File: src/rtl/data_mem_access_unit_if.sv
// data_mem_access_unit_if: request, word-memory and response signals of the load/store unit
interface data_mem_access_unit_if #(parameter int ADDR_W = 12);
  logic              req_valid;
  logic              req_ready;
  logic [2:0]        req_op;
  logic [31:0]       req_addr;
  logic [31:0]       req_wdata;
  logic [ADDR_W-1:0] mem_addr;
  logic [31:0]       mem_wdata;
  logic              mem_we;
  logic [31:0]       mem_rdata;
  logic              resp_valid;
  logic [31:0]       resp_data;
  logic              resp_fault;
  modport slave (
    input  req_valid, req_op, req_addr, req_wdata, mem_rdata,
    output req_ready, mem_addr, mem_wdata, mem_we, resp_valid, resp_data, resp_fault
  );
  modport master (
    output req_valid, req_op, req_addr, req_wdata, mem_rdata,
    input  req_ready, mem_addr, mem_wdata, mem_we, resp_valid, resp_data, resp_fault
  );
endinterface

File: src/rtl/data_mem_access_unit.sv
// data_mem_access_unit: MIPS load/store unit over a word-write memory; MEM_MISALIGN_TRAP_EN enables misalignment faults
module data_mem_access_unit #(
  parameter int ADDR_W           = 12,
  parameter bit SIGN_EXT_DEFAULT = 1'b1
) (
  input logic clk,
  input logic rst_n,
  data_mem_access_unit_if.slave bus
);
  typedef enum logic [2:0] {IDLE, LOAD, RMW_RD, WRITE, RESP} state_t;
  localparam logic [2:0] LH = 3'd2, LHU = 3'd3, LW = 3'd4, SB = 3'd5, SH = 3'd6, SW = 3'd7;
  state_t      state, state_d;
  logic [2:0]  op_q;
  logic [1:0]  lane_q;
  logic [31:0] wdata_q;
  logic        accept, fault, sext, unused_addr;
  logic [4:0]  sh_b, sh_h;
  logic [7:0]  rd_b;
  logic [15:0] rd_h;
  logic [31:0] load_data, mask, sdata, merged;
  assign bus.req_ready  = state == IDLE;
  assign bus.resp_valid = state == RESP;
  assign accept         = bus.req_valid && bus.req_ready;
  assign unused_addr    = ^bus.req_addr[31:ADDR_W];
`ifdef MEM_MISALIGN_TRAP_EN
  assign fault = ((bus.req_op == LH || bus.req_op == LHU || bus.req_op == SH) && bus.req_addr[0]) ||
                 ((bus.req_op == LW || bus.req_op == SW) && |bus.req_addr[1:0]);
`else
  assign fault = 1'b0;
`endif
  always_comb begin
    state_d = state;
    unique case (state)
      IDLE:    state_d = !accept ? IDLE : fault ? RESP : bus.req_op == SW ? WRITE :
                         bus.req_op >= SB ? RMW_RD : LOAD;
      LOAD:    state_d = RESP;
      RMW_RD:  state_d = WRITE;
      WRITE:   state_d = RESP;
      default: state_d = IDLE;
    endcase
  end
  // Lane selection ignores the low address bits the access size does not use (align-down).
  assign sh_b      = {lane_q, 3'b000};
  assign sh_h      = {lane_q[1], 4'b0000};
  assign rd_b      = bus.mem_rdata[sh_b +: 8];
  assign rd_h      = bus.mem_rdata[sh_h +: 16];
  assign sext      = SIGN_EXT_DEFAULT && !op_q[0];
  assign load_data = op_q == LW ? bus.mem_rdata :
                     op_q[1] ? {{16{sext && rd_h[15]}}, rd_h} : {{24{sext && rd_b[7]}}, rd_b};
  assign mask      = op_q == SB ? 32'h0000_00FF << sh_b : 32'h0000_FFFF << sh_h;
  assign sdata     = op_q == SB ? {4{wdata_q[7:0]}} : {2{wdata_q[15:0]}};
  assign merged    = (bus.mem_rdata & ~mask) | (sdata & mask);
  always_ff @(posedge clk or negedge rst_n) begin
    if (!rst_n) begin
      state         <= IDLE;
      op_q          <= '0;
      lane_q        <= '0;
      wdata_q       <= '0;
      bus.mem_addr  <= '0;
      bus.mem_wdata <= '0;
      bus.mem_we    <= 1'b0;
      bus.resp_data <= '0;
    end else begin
      state      <= state_d;
      bus.mem_we <= state_d == WRITE;
      if (accept) begin
        op_q         <= bus.req_op;
        lane_q       <= bus.req_addr[1:0];
        wdata_q      <= bus.req_wdata;
        bus.mem_addr <= bus.req_addr[ADDR_W-1:0];
      end
      if (state_d == WRITE) bus.mem_wdata <= state == RMW_RD ? merged : bus.req_wdata;
      if (state_d == RESP) bus.resp_data <= state == LOAD ? load_data : 32'h0;
    end
  end
`ifdef MEM_MISALIGN_TRAP_EN
  // Only a faulting request skips straight from IDLE to RESP.
  always_ff @(posedge clk or negedge rst_n) begin
    if (!rst_n) bus.resp_fault <= 1'b0;
    else if (state_d == RESP) bus.resp_fault <= state == IDLE;
  end
`else
  assign bus.resp_fault = 1'b0;
`endif
endmodule

File: src/flat_wrapper.sv
// flat-port wrapper written by rule: the top's interface ports become plain ports
module data_mem_access_unit_flat 
#(
  parameter int ADDR_W           = 12,
  parameter bit SIGN_EXT_DEFAULT = 1'b1
)
  (clk, rst_n, bus_req_valid, bus_req_op, bus_req_addr, bus_req_wdata, bus_mem_rdata, bus_req_ready, bus_mem_addr, bus_mem_wdata, bus_mem_we, bus_resp_valid, bus_resp_data, bus_resp_fault);
  data_mem_access_unit_if #(.ADDR_W(ADDR_W)) bus_i ();
  input logic clk;
  input logic rst_n;
  input wire logic [$bits(bus_i.req_valid)-1:0] bus_req_valid;
  input wire logic [$bits(bus_i.req_op)-1:0] bus_req_op;
  input wire logic [$bits(bus_i.req_addr)-1:0] bus_req_addr;
  input wire logic [$bits(bus_i.req_wdata)-1:0] bus_req_wdata;
  input wire logic [$bits(bus_i.mem_rdata)-1:0] bus_mem_rdata;
  output wire logic [$bits(bus_i.req_ready)-1:0] bus_req_ready;
  output wire logic [$bits(bus_i.mem_addr)-1:0] bus_mem_addr;
  output wire logic [$bits(bus_i.mem_wdata)-1:0] bus_mem_wdata;
  output wire logic [$bits(bus_i.mem_we)-1:0] bus_mem_we;
  output wire logic [$bits(bus_i.resp_valid)-1:0] bus_resp_valid;
  output wire logic [$bits(bus_i.resp_data)-1:0] bus_resp_data;
  output wire logic [$bits(bus_i.resp_fault)-1:0] bus_resp_fault;
  assign bus_i.req_valid = bus_req_valid;
  assign bus_i.req_op = bus_req_op;
  assign bus_i.req_addr = bus_req_addr;
  assign bus_i.req_wdata = bus_req_wdata;
  assign bus_i.mem_rdata = bus_mem_rdata;
  assign bus_req_ready = bus_i.req_ready;
  assign bus_mem_addr = bus_i.mem_addr;
  assign bus_mem_wdata = bus_i.mem_wdata;
  assign bus_mem_we = bus_i.mem_we;
  assign bus_resp_valid = bus_i.resp_valid;
  assign bus_resp_data = bus_i.resp_data;
  assign bus_resp_fault = bus_i.resp_fault;
  data_mem_access_unit #(.ADDR_W(ADDR_W), .SIGN_EXT_DEFAULT(SIGN_EXT_DEFAULT)) u_core (.clk(clk), .rst_n(rst_n), .bus(bus_i));
endmodule
File: config.mk
export PLATFORM = sky130hd
export DESIGN_NAME = data_mem_access_unit_flat
export DESIGN_NICKNAME = d
export VERILOG_FILES = /design/src/rtl/data_mem_access_unit_if.sv /design/src/rtl/data_mem_access_unit.sv /design/src/flat_wrapper.sv
export SDC_FILE = /design/constraint.sdc
export NUM_CORES = 1
export LEC_CHECK = 0
export BUFFER_PORTS_ARGS = -buffer_cell sky130_fd_sc_hd__buf_4
export CAP_MARGIN = 20
export CORE_ASPECT_RATIO = 0.8
export CORE_MARGIN = 3
export CORE_UTILIZATION = 55
export DETAILED_ROUTE_END_ITERATION = 7
export PLACE_DENSITY = 0.91
export SLEW_MARGIN = 5
export SYNTH_ARGS = -nofsm -noshare
export SYNTH_HDL_FRONTEND = slang
export SYNTH_SLANG_ARGS = --single-unit
File: constraint.sdc
create_clock -name clk -period 3.07 [get_ports clk]
set_input_delay 0.307 -clock clk [delete_from_list [all_inputs] [get_ports clk]]
set_output_delay 0.307 -clock clk [all_outputs]
set_load 0.005 [all_outputs]
==> flow_summary.yaml <==
hold_path:
  hold_path.class: "input pin to register"
  min-delay-start: "bus_req_wdata[1]"
synth:
  ys_warn_count: 0
  ys_types: 46
  synth-xor-area-share_pct: 0.1667
  synth_compound_area_share_pct: 17.27
  synth_edf_count: 0
  synth_area_sq_um: 5253
  async_flop_share_pct: 100.0
  yosys.area_share.adder_pct: 0
  synth_top_family_by_area: "compound AO/OA/AOI/OAI gates"
  ys_ff_latch: 99
  avgSynthCellArea_sq_um: 10.20
  synthSimpleGateAreaFrac_pct: 13.43
  syn-num-nets: 617
  synth_cells: 515
  dominantRegCellSynth: "dfrtp_1"
  synthMuxAreaShare_pct: 16.51
  ys_seq_area_share_pct: 47.17
power_and_ir_drop:
  internal-power_mw: 4.117
  switchingPower_mw: 2.710
  p_sw_share_pct: 39.69
  power_density_nw_per_um2: 1015
  p_clk_share_pct: 15.6
  p_leak_nw: 3.279
  seq_power_share_pct: 37.2
  combPwrFrac_pct: 47.2
  ir_worst_vdd_v: 0.0005488
critical_path:
  reg2reg_depth: 4
  required_ns: 3.33
  cpMaxStageDelayCell: "nand2b_1"
  crit_chain: "nand2b_1 -> a2111oi_2 -> nand2_1 -> o21ai_0"
  endpoint: "u_core.bus.resp_data[18]$_DFFE_PN0N_"
  setup.worst_path.start_class: "register"
  path_class: "register to register"
  reg2reg_setup_slack_ns: 0.78
  critPathLaunch: "u_core.state[2]$_DFF_PN0_"
  cp_top_family: "simple AND/OR/NAND/NOR gates"
  r2r-end: "u_core.bus.resp_data[18]$_DFFE_PN0N_"
  cpPeakStageDelay_ns: 0.61
  r2r-start: "u_core.state[2]$_DFF_PN0_"
  crit_fanout: 17
  arrival_ns: 2.55
  crit_buf_inv: 0
  worst_setup_path_end_kind: "register"
  cp.depth: 4
outcome:
  status: "finished, final reports clean"
die:
  ios: 182
  fp.dieH_um: 93.41
  die_width_um: 115.3
  core_area_sq_um: 9193
  start_util_pct: 57.14
  rows: 31
  die_area_sq_um: 10770
cells_and_area:
  fill_cells: 666
  nets: 760
  diodes: 0
  drive_gt1_share_pct: 32.88
  syn_to_final_growth_pct: 28.04
  final_area_sq_um: 6725
placement:
  gp_congestion: 0.9371
  hpwl_um: 11720
  numPortBuffers: 160
  place_area_sq_um: 6442
timing:
  hold_violations: 0
  finalCritPeriodShare_pct: 74.46
  fin_skew_ns: 0.008229
  fmax_ghz: 0.4375
  slew_headroom_pct: 32.68
  rsz0062_at_grt: "no"
  tns_ns: 0
  fin_crit_ns: 2.286
  tightestPinTransition_ns: 1.007
  slew_violations: 0
  setup_violations: 0
cts:
  numCtsBuffers: 9
  clk_pin_slew_worst_paths_ns: 0.07
  h-tree-depth: 3
  cts-root-buf: "clkbuf_16"
  clkSinkCount: 99
  clock_path_buffers: 2
  clk_latency_ns: 0.36
  ctsHoldBuffers: 1
  post-cts-setup-buffer-count: 0
  tritoncts: "built"
  cts-resized-gates: 0
route:
  vias_per_cell: 6.189
  drc_errors: 0
  drt-pass1-iter-count: 5
  dr_total_vias: 4815
  routed_wirelength_um: 16390
  final_antenna_net_count: 0
  drtIter0Drc: 615
  drt-wirelength-per-cell_um: 21.07
global_route:
  antenna_found_initial: 0
  grt.total_usage_pct: 31.46
  grt_pass1_wl_um: 25840
  grt_max_degree: 41
  overflow: 0
  grt_pass1_vias: 4866
job:
  cap_violations: 0
[worst min path at each step]
stage / endpoint / slack, ns / depth (start not counted)
6_report: u_core.wdata_q[1]$_DFFE_PN0N_ / 0.15 / 3
5_1_grt: u_core.wdata_q[4]$_DFFE_PN0N_ / 0.16 / 3
4_1_cts: u_core.wdata_q[1]$_DFFE_PN0N_ / 0.15 / 3
3_5_place_dp: u_core.bus.mem_addr[3]$_DFFE_PN0N_ / 0.31 / 1
3_3_place_gp: u_core.bus.mem_wdata[21]$_DFFE_PN0N_ / 0.31 / 1
2_1_floorplan: u_core.bus.mem_addr[10]$_DFFE_PN0N_ / 0.01 / 0
[cells in the final DEF, fill, tap and decap left out, types with 3 or more instances in the layout]
| cell | n |
|---|---|
| dfrtp_1 | 99 |
| nand2b_1 | 4 |
| clkbuf_16 | 9 |
| a22o_1 | 9 |
| o221ai_1 | 11 |
| a22oi_1 | 8 |
| nor2_1 | 47 |
| a21oi_1 | 15 |
| nand3b_1 | 5 |
| o211ai_1 | 12 |
| or3_1 | 4 |
| nor3_1 | 3 |
| o22ai_1 | 20 |
| o21a_1 | 4 |
| nor2b_1 | 3 |
| inv_1 | 16 |
| nand2_1 | 69 |
| mux2_2 | 21 |
| buf_4 | 169 |
| a221o_1 | 8 |
| mux2i_1 | 57 |
| o21ai_0 | 30 |
| clkinvlp_4 | 3 |
| nand3_1 | 9 |
[metal layers]
metal	track usage (%)	vias to the layer above	wire, um
met2	50.34	274	7847
met3	9.444	42	1542
met4	8.407	0	382
met1	41.83	2363	6617
met5	0	-	0
li1	-	2136	-
[power by group through the flow]
stage / clock network [mW] / logic (mW) / registers (mW)
after floorplan: 0 / 1.96 / 2.35
after global placement: 0 / 3.10 / 2.49
after detailed placement: 0 / 3.19 / 2.53
after CTS: 1.07 / 3.22 / 2.51
after global routing: 1.13 / 3.54 / 2.61
final: 1.06 / 3.22 / 2.54
[layout make-up]
type	instances	area, sq um	area share [%]
clock buffers	11	232.7	3.460
clock inverters	5	40.04	0.5953
inverters	16	60.06	0.8930
multi-input cells	362	2492	37.06
flip-flops and latches	99	2477	36.84
well taps	115	143.9	2.140
repair buffers	170	1279	19.01
[synth_stat cells (2+ instances only)]
cell type / instances / area, sq um
dfrtp_1: 99 / 2477
nand2_1: 69 / 259.0
mux2i_1: 57 / 570.6
nor2_1: 47 / 176.4
o21ai_0: 30 / 150.1
mux2_2: 21 / 236.5
o22ai_1: 20 / 125.1
inv_1: 16 / 60.06
a21oi_1: 15 / 75.07
buf_2: 12 / 60.06
o211ai_1: 12 / 90.09
clkbuf_1: 11 / 41.29
o221ai_1: 11 / 96.34
a22o_1: 9 / 78.83
nand3_1: 9 / 45.04
a221o_1: 8 / 80.08
a22oi_1: 8 / 60.06
buf_4: 7 / 52.55
buf_6: 5 / 56.30
nand3b_1: 5 / 37.54
nand2b_1: 4 / 25.02
o21a_1: 4 / 30.03
or3_1: 4 / 25.02
nor2b_1: 3 / 18.77
nor3_1: 3 / 15.01
buf_1: 2 / 7.510
mux4_2: 2 / 45.04
nor3b_1: 2 / 15.01
o21ai_1: 2 / 10.01
o22ai_2: 2 / 25.02
[sequential cells by signal, summed over array words and instances, names as in the netlist]
| name | count |
|---|---|
| u_core.wdata_q | 16 |
| u_core.op_q | 3 |
| u_core.bus.mem_wdata | 32 |
| u_core.state | 3 |
| u_core.bus.mem_we | 1 |
| u_core.bus.resp_data | 32 |
| u_core.lane_q | 1 |
| u_core.bus.mem_addr | 11 |
[metrics by stage]
step	setup WS (ns)	hold WS (ns)	std cells	util, %	power, mW
3_5_place_dp	0.8683	0.3091	761	70.08	5.723
4_1_cts	0.8500	0.1540	778	73.16	6.803
3_3_place_gp	0.9641	0.3107	761	70.08	5.586
2_1_floorplan	1.468	0.01141	515	-	4.312
5_1_grt	0.6247	0.1601	778	73.16	7.272
6_report	0.7841	0.1547	778	73.16	6.827
[worst reg2reg max path: stages, from the launching register on]
cell and delay (ns):
dfrtp_1 0.47, nand2b_1 0.61, a2111oi_2 0.43, nand2_1 0.37, o21ai_0 0.31
[kinds of logic (layout without fill, tap and decap cells)]
logic type             after synthesis  after routing
XOR/XNOR                             1              1
buffers and inverters               54            202
flip-flops                          99             99
AO/OA/AOI/OAI                      126            126
AND/OR/NAND/NOR                    153            153
other                                1              1
multiplexers                        81             81
(Power assumes the default switching activity.)
